`src/rtl/semaforo_nvias_if.sv`:
```
// rtl/semaforo_nvias_if.sv - pedestrian/flash inputs and lamp outputs of the N-approach traffic controller
//  bt        controller input   pedestrian button
//  flash     controller input   night flashing-yellow request
//  lights    controller output  3*N_WAYS lamps, approach k at [3k+2:3k] = {red,yellow,green}
//  walk      controller output  pedestrian walk lamp
//  ped_wait  controller output  pedestrian request pending
interface semaforo_nvias_if #(
    parameter int N_WAYS = 2
);
    logic                  bt;
    logic                  flash;
    logic [3*N_WAYS-1:0]   lights;
    logic                  walk;
    logic                  ped_wait;

    modport master (output bt, output flash, input lights, input walk, input ped_wait);
    modport slave  (input bt, input flash, output lights, output walk, output ped_wait);
endinterface

```
`src/rtl/semaforo_nvias.sv`:
```
// rtl/semaforo_nvias.sv - round-robin N-approach traffic light with pedestrian phase and night flash
//  clk   rising-edge clock
//  rst   asynchronous active-low reset
//  bus   semaforo_nvias_if.slave: bt, flash in; lights, walk, ped_wait out
module semaforo_nvias #(
    parameter int N_WAYS      = 2,
    parameter int T_GREEN     = 8,
    parameter int T_YELLOW    = 3,
    parameter int T_ALLRED    = 2,
    parameter int T_MIN_GREEN = 4,
    parameter int T_PED       = 5,
    parameter int T_FLASH     = 4
) (
    input  logic             clk,
    input  logic             rst,
    semaforo_nvias_if.slave  bus
);
    localparam int IDX_W = $clog2(N_WAYS);

    localparam logic [2:0] S_GREEN  = 3'd0;
    localparam logic [2:0] S_YELLOW = 3'd1;
    localparam logic [2:0] S_ALLRED = 3'd2;
    localparam logic [2:0] S_PED    = 3'd3;
    localparam logic [2:0] S_FLASH  = 3'd4;

    localparam logic [7:0] C_GREEN  = 8'(T_GREEN - 1);
    localparam logic [7:0] C_YELLOW = 8'(T_YELLOW - 1);
    localparam logic [7:0] C_ALLRED = 8'(T_ALLRED - 1);
    localparam logic [7:0] C_PED    = 8'(T_PED - 1);
    localparam logic [7:0] C_FLASH  = 8'(T_FLASH - 1);
    // Green shown so far is T_GREEN - cnt (current cycle included), so the
    // minimum-green condition reduces to cnt <= T_GREEN - T_MIN_GREEN.
    localparam logic [7:0] C_EARLY  = 8'(T_GREEN - T_MIN_GREEN);

    localparam logic [IDX_W-1:0] IDX_LAST = IDX_W'(N_WAYS - 1);

    logic [2:0]       r_state;
    logic [IDX_W-1:0] r_idx;
    logic [7:0]       r_cnt;
    logic             r_ped_req;
    logic             r_flash_ph;

    logic [2:0]       w_state;
    logic [IDX_W-1:0] w_idx;
    logic [IDX_W-1:0] w_idx_inc;
    logic [7:0]       w_cnt;
    logic             w_ped_req;
    logic             w_flash_ph;
    logic             w_enter_ped;

    assign w_idx_inc = (r_idx == IDX_LAST) ? '0 : r_idx + 1'b1;

    always_comb begin
        w_state     = r_state;
        w_idx       = r_idx;
        w_cnt       = r_cnt - 8'd1;
        w_flash_ph  = r_flash_ph;
        w_enter_ped = 1'b0;
        case (r_state)
            S_GREEN: begin
                if (r_cnt == 8'd0 || (r_ped_req && r_cnt <= C_EARLY)) begin
                    w_state = S_YELLOW;
                    w_cnt   = C_YELLOW;
                end
            end
            S_YELLOW: begin
                if (r_cnt == 8'd0) begin
                    w_state = S_ALLRED;
                    w_cnt   = C_ALLRED;
                end
            end
            S_ALLRED: begin
                if (r_cnt == 8'd0) begin
                    if (bus.flash) begin
                        w_state    = S_FLASH;
                        w_cnt      = C_FLASH;
                        w_flash_ph = 1'b1;
                    end else if (r_ped_req) begin
                        w_state     = S_PED;
                        w_cnt       = C_PED;
                        w_enter_ped = 1'b1;
                    end else begin
                        w_state = S_GREEN;
                        w_cnt   = C_GREEN;
                        w_idx   = w_idx_inc;
                    end
                end
            end
            S_PED: begin
                if (r_cnt == 8'd0) begin
                    w_state = S_GREEN;
                    w_cnt   = C_GREEN;
                    w_idx   = w_idx_inc;
                end
            end
            S_FLASH: begin
                // Leaving flash takes precedence over the half-period toggle.
                if (!bus.flash) begin
                    w_state = S_ALLRED;
                    w_cnt   = C_ALLRED;
                end else if (r_cnt == 8'd0) begin
                    w_cnt      = C_FLASH;
                    w_flash_ph = ~r_flash_ph;
                end
            end
            default: begin
                w_state = S_GREEN;
                w_cnt   = C_GREEN;
                w_idx   = '0;
            end
        endcase
        // A press on the very edge that enters PED is served by that walk phase.
        w_ped_req = w_enter_ped ? 1'b0 : (r_ped_req | bus.bt);
    end

    always_ff @(posedge clk or negedge rst) begin
        if (!rst) begin
            r_state    <= S_GREEN;
            r_idx      <= '0;
            r_cnt      <= C_GREEN;
            r_ped_req  <= 1'b0;
            r_flash_ph <= 1'b0;
        end else begin
            r_state    <= w_state;
            r_idx      <= w_idx;
            r_cnt      <= w_cnt;
            r_ped_req  <= w_ped_req;
            r_flash_ph <= w_flash_ph;
        end
    end

    always_comb begin
        for (int k = 0; k < N_WAYS; k++) begin
            bus.lights[3*k +: 3] = 3'b100;
            case (r_state)
                S_GREEN:  if (k == int'(r_idx)) bus.lights[3*k +: 3] = 3'b001;
                S_YELLOW: if (k == int'(r_idx)) bus.lights[3*k +: 3] = 3'b010;
                S_FLASH:  bus.lights[3*k +: 3] = {1'b0, r_flash_ph, 1'b0};
                default:  bus.lights[3*k +: 3] = 3'b100;
            endcase
        end
    end

    assign bus.walk     = (r_state == S_PED);
    assign bus.ped_wait = r_ped_req;
endmodule

```
`src/flat_wrapper.sv`:
```
// flat-port wrapper written by rule: the top's interface ports become plain ports
module semaforo_nvias_flat 
#(
    parameter int N_WAYS      = 2,
    parameter int T_GREEN     = 8,
    parameter int T_YELLOW    = 3,
    parameter int T_ALLRED    = 2,
    parameter int T_MIN_GREEN = 4,
    parameter int T_PED       = 5,
    parameter int T_FLASH     = 4
)
  (clk, rst, bus_bt, bus_flash, bus_lights, bus_walk, bus_ped_wait);
  semaforo_nvias_if #(.N_WAYS(N_WAYS)) bus_i ();
  input  logic clk;
  input  logic rst;
  input wire logic [$bits(bus_i.bt)-1:0] bus_bt;
  input wire logic [$bits(bus_i.flash)-1:0] bus_flash;
  output wire logic [$bits(bus_i.lights)-1:0] bus_lights;
  output wire logic [$bits(bus_i.walk)-1:0] bus_walk;
  output wire logic [$bits(bus_i.ped_wait)-1:0] bus_ped_wait;
  assign bus_i.bt = bus_bt;
  assign bus_i.flash = bus_flash;
  assign bus_lights = bus_i.lights;
  assign bus_walk = bus_i.walk;
  assign bus_ped_wait = bus_i.ped_wait;
  semaforo_nvias #(.N_WAYS(N_WAYS), .T_GREEN(T_GREEN), .T_YELLOW(T_YELLOW), .T_ALLRED(T_ALLRED), .T_MIN_GREEN(T_MIN_GREEN), .T_PED(T_PED), .T_FLASH(T_FLASH)) u_core (.clk(clk), .rst(rst), .bus(bus_i));
endmodule
```
`config.mk`:
```
export PLATFORM = sky130hd
export DESIGN_NAME = semaforo_nvias_flat
export DESIGN_NICKNAME = d
export VERILOG_FILES = /design/src/rtl/semaforo_nvias_if.sv /design/src/rtl/semaforo_nvias.sv /design/src/flat_wrapper.sv
export SDC_FILE = /design/constraint.sdc
export NUM_CORES = 1
export LEC_CHECK = 0
export CAP_MARGIN = 20
export CORE_ASPECT_RATIO = 0.75
export CORE_MARGIN = 4
export CORE_UTILIZATION = 54
export CTS_CLUSTER_SIZE = 28
export DETAILED_ROUTE_END_ITERATION = 16
export HOLD_SLACK_MARGIN = 0.15
export PLACE_DENSITY_LB_ADDON = 0.12
export SETUP_SLACK_MARGIN = 0.15
export SYNTH_ARGS = -nofsm -noshare
export SYNTH_HDL_FRONTEND = slang
export SYNTH_SLANG_ARGS = --single-unit
```
`constraint.sdc`:
```
create_clock -name clk -period 2.4 [get_ports clk]
set_clock_uncertainty 0.2 [all_clocks]
set_input_delay 0.6 -clock clk [delete_from_list [all_inputs] [get_ports clk]]
set_output_delay 0.6 -clock clk [all_outputs]
set_load 0.005 [all_outputs]
```
==> impl_metrics.py <==
metrics = {
    "power": {
        "combPwrFrac_pct": 56.0,
        "switching_share_pct": 43.72,
        "vdd_drop_max_mv": 0.7088,
        "pwr-share-clk_pct": 10.4,
        "p_sw_mw": 0.6226,
        "power.total_mw": 1.424,
        "seqPwrFrac_pct": 33.6,
        "internal_power_mw": 0.8013,
        "p_per_area_nw_per_um2": 1082,
        "p_leak_nw": 0.5343,
    },
    "layout": {
        "finish.net_count": 145,
        "antenna_cells": 0,
        "final_cells": 160,
        "syn_to_final_growth_pct": 27.51,
        "seq_area_um2": 355.3,
        "drive_gt1_share_pct": 35.51,
        "multi_input_area_um2": 676.9,
        "final_cell_mix": "buf_4 (13), nor2_1 (10), a21oi_1 (10), dfrtp_1 (10), nand2_1 (9)",
        "fillCellCount": 120,
        "final_common_cell": "buf_4",
        "final_util_pct": 74.24,
    },
    "clocking": {
        "cts_tree": "done",
        "clk_pin_slew_worst_paths_ns": 0.09,
        "clk_latency_ns": 0.29,
        "clkSinkCount": 14,
        "clock-root-buffer": "clkbuf_4",
        "cts_buffer_depth": 2,
        "cts_buffers": 3,
        "cts_hold_buf": 0,
        "htreeDepth": 1,
    },
    "route": {
        "drc": 0,
        "viasPerCell": 6.369,
        "first_pass_iters": 4,
        "vias": 1019,
        "finalWirelength_um": 2782,
        "ant_nets": 0,
        "drt_iter0_markers": 37,
        "wl_per_cell_um": 17.39,
    },
    "global_routing": {
        "antenna_found_initial": 0,
        "top_usage_layer": "met2",
        "grt_use_met2_pct": 36.08,
        "grt_overflow": 0,
        "grtUsageMet3_pct": 5.949,
        "grt_first_pass_wirelength_um": 4567,
        "gr-usage-met1_pct": 32.76,
        "gr-usage-all-layers_pct": 23.54,
        "grt_max_degree": 17,
        "grt_pass1_vias": 920,
    },
    "sta": {
        "setup_violations": 0,
        "rsz0062_at_grt": "true",
        "max_freq_mhz": 438.1,
        "fin_ws_ns": 0.1176,
        "period_minus_slack_ns": 2.282,
        "drv_slew": 0,
        "tightest_slew_ns": 0.6271,
        "slew_headroom_pct": 58.06,
        "tns_ns": 0,
        "period_share_pct": 95.10,
        "hold_violations": 0,
    },
    "setup_path": {
        "timing.rr.end": "u_core.r_cnt[2]",
        "end_kind": "primary output",
        "r2r_start": "u_core.r_state[0]",
        "crit_path_start_kind": "flip-flop",
        "ff2ff_path_depth": 6,
        "crit_type": "flip-flop to primary output",
        "cp.required_ns": 1.60,
        "crit_fanout": 5,
        "r2r_slack_ns": 0.21,
        "cp.arrival_ns": 1.48,
    },
    "die": {
        "rows": 13,
        "fp.dieH_um": 45.87,
        "core-area_um2": 1773,
        "die_w_um": 58.49,
        "start_util_pct": 58.22,
        "die_area_um2": 2682,
        "io_pins": 12,
    },
    "yosys": {
        "yosys_warnings": 0,
        "synth_edf_count": 0,
        "syn_inst": 115,
        "async_reset_ff_share_pct": 100.0,
        "syn_nets": 121,
        "avgSynthCellArea_um2": 8.976,
        "synth_seq_cells": 14,
        "synth_cell_type_count": 48,
        "syn-cell-area_um2": 1032,
        "yosys_most_used_dff": "dfrtp_1",
        "yosysSeqAreaShare_pct": 34.30,
    },
    "outcome": {
        "outcome": "complete, no violations",
    },
    "place": {
        "dpl.cell_count": 148,
        "globalplace.congestion": 0.8291,
        "io_buffers": 11,
        "place_ws_ns": 0.06556,
        "dp_hpwl_um": 1836,
    },
    "worst_hold_path": {
        "min_path_cells": 2,
        "hold_end": "u_core.r_cnt[7]",
        "hold_path.class": "flip-flop to flip-flop",
        "min_from": "u_core.r_cnt[7]",
    },
    "run": {
        "max_cap_viol_count": 0,
    },
}
power groups by stage:
| stage | combinational [mW] | sequential, mW | clock, mW |
|---|---|---|---|
| 6_report | 0.797 | 0.479 | 0.148 |
| 5_1_grt | 0.868 | 0.496 | 0.162 |
| 4_1_cts | 0.736 | 0.466 | 0.149 |
| 3_5_place_dp | 0.685 | 0.478 | 0 |
| 3_3_place_gp | 0.673 | 0.472 | 0 |
| 2_1_floorplan | 0.509 | 0.445 | 0 |
per-layer routing:
layer	vias up	routed length [um]
li1	475	-
met1	490	1285
met2	44	1258
met4	0	45
met5	-	0
met3	10	192
timing repair:
| item | 4_1_cts | 5_1_grt |
|---|---|---|
| resized for setup | 23 | 17 |
| setup endpoints to repair | 7 | 9 |
| gates cloned | 0 | 0 |
| buffers inserted | 3 | 5 |
| pin swaps | 1 | 4 |
per-stage QoR:
| stage | cell area, um2 | hold slack, ns |
|---|---|---|
| 6_report | 1316 | 0.4107 |
| 5_1_grt | 1316 | 0.4502 |
| 4_1_cts | 1257 | 0.4049 |
| 3_5_place_dp | 1186 | 0.3806 |
| 3_3_place_gp | 1186 | 0.3825 |
| 2_1_floorplan | 1032 | 0.1044 |
worst max-delay path: stages (launching register included):
cell	delay, ns
dfrtp_2	0.40
buf_6	0.12
or3b_2	0.45
a21oi_2	0.12
buf_2	0.11
final cells by class:
| cell class | instances | area share (%) |
|---|---|---|
| clock buffers | 4 | 1.996 |
| inverters | 3 | 0.8555 |
| multi-input cells | 90 | 51.43 |
| flip-flops and latches | 14 | 27.00 |
| well taps | 22 | 2.091 |
| repair buffers | 27 | 16.64 |
worst max-delay path by stage:
stage,startpoint,cells past startpoint,end
after floorplan,u_core.r_state[2],3,bus_lights[1]
after global placement,u_core.r_state[0],3,bus_lights[1]
after detailed placement,u_core.r_state[0],3,bus_lights[1]
after CTS,u_core.r_state[0],4,bus_lights[1]
after global routing,u_core.r_state[2],6,bus_lights[1]
final,u_core.r_state[0],4,bus_lights[1]
registers in the layout (all words and copies together) (netlist names):
name and count:
u_core.r_cnt 8, u_core.r_state 3, u_core.bus.ped_wait 1, u_core.r_flash_ph 1, u_core.r_idx 1
logic make-up after synthesis:
group                      Yosys count  synth area share (%)
xor gates and xnor gates             5                 4.243
and+or+nand+nor                     47                 26.79
AOI/OAI and AO/OA                   35                 25.82
buffers and inverters               11                 5.333
muxes                                1                 1.091
adders and majority gates            2                 2.424
DFF                                 14                 34.30
cells in the mapped netlist (all sizes together), types with 2 or more instances:
cell / number / area (um2)
a211oi: 2 / 20.02
a21oi: 12 / 60.06
a31oi: 2 / 12.51
and2: 2 / 12.51
buf: 4 / 28.78
clkbuf: 4 / 15.01
dfrtp: 11 / 275.3
dfstp: 3 / 78.83
ha: 2 / 25.02
inv: 3 / 11.26
nand2: 9 / 33.78
nand2b: 4 / 25.02
nand3b: 2 / 15.01
nor2: 12 / 45.04
nor2b: 3 / 18.77
nor3: 3 / 15.01
nor3b: 2 / 20.02
nor4: 2 / 18.77
o21ai: 3 / 15.01
o31ai: 2 / 15.01
or2: 2 / 12.51
or4: 3 / 31.28
xnor2: 3 / 26.28
xor2: 2 / 17.52
Power figures use the tool's default switching activity.
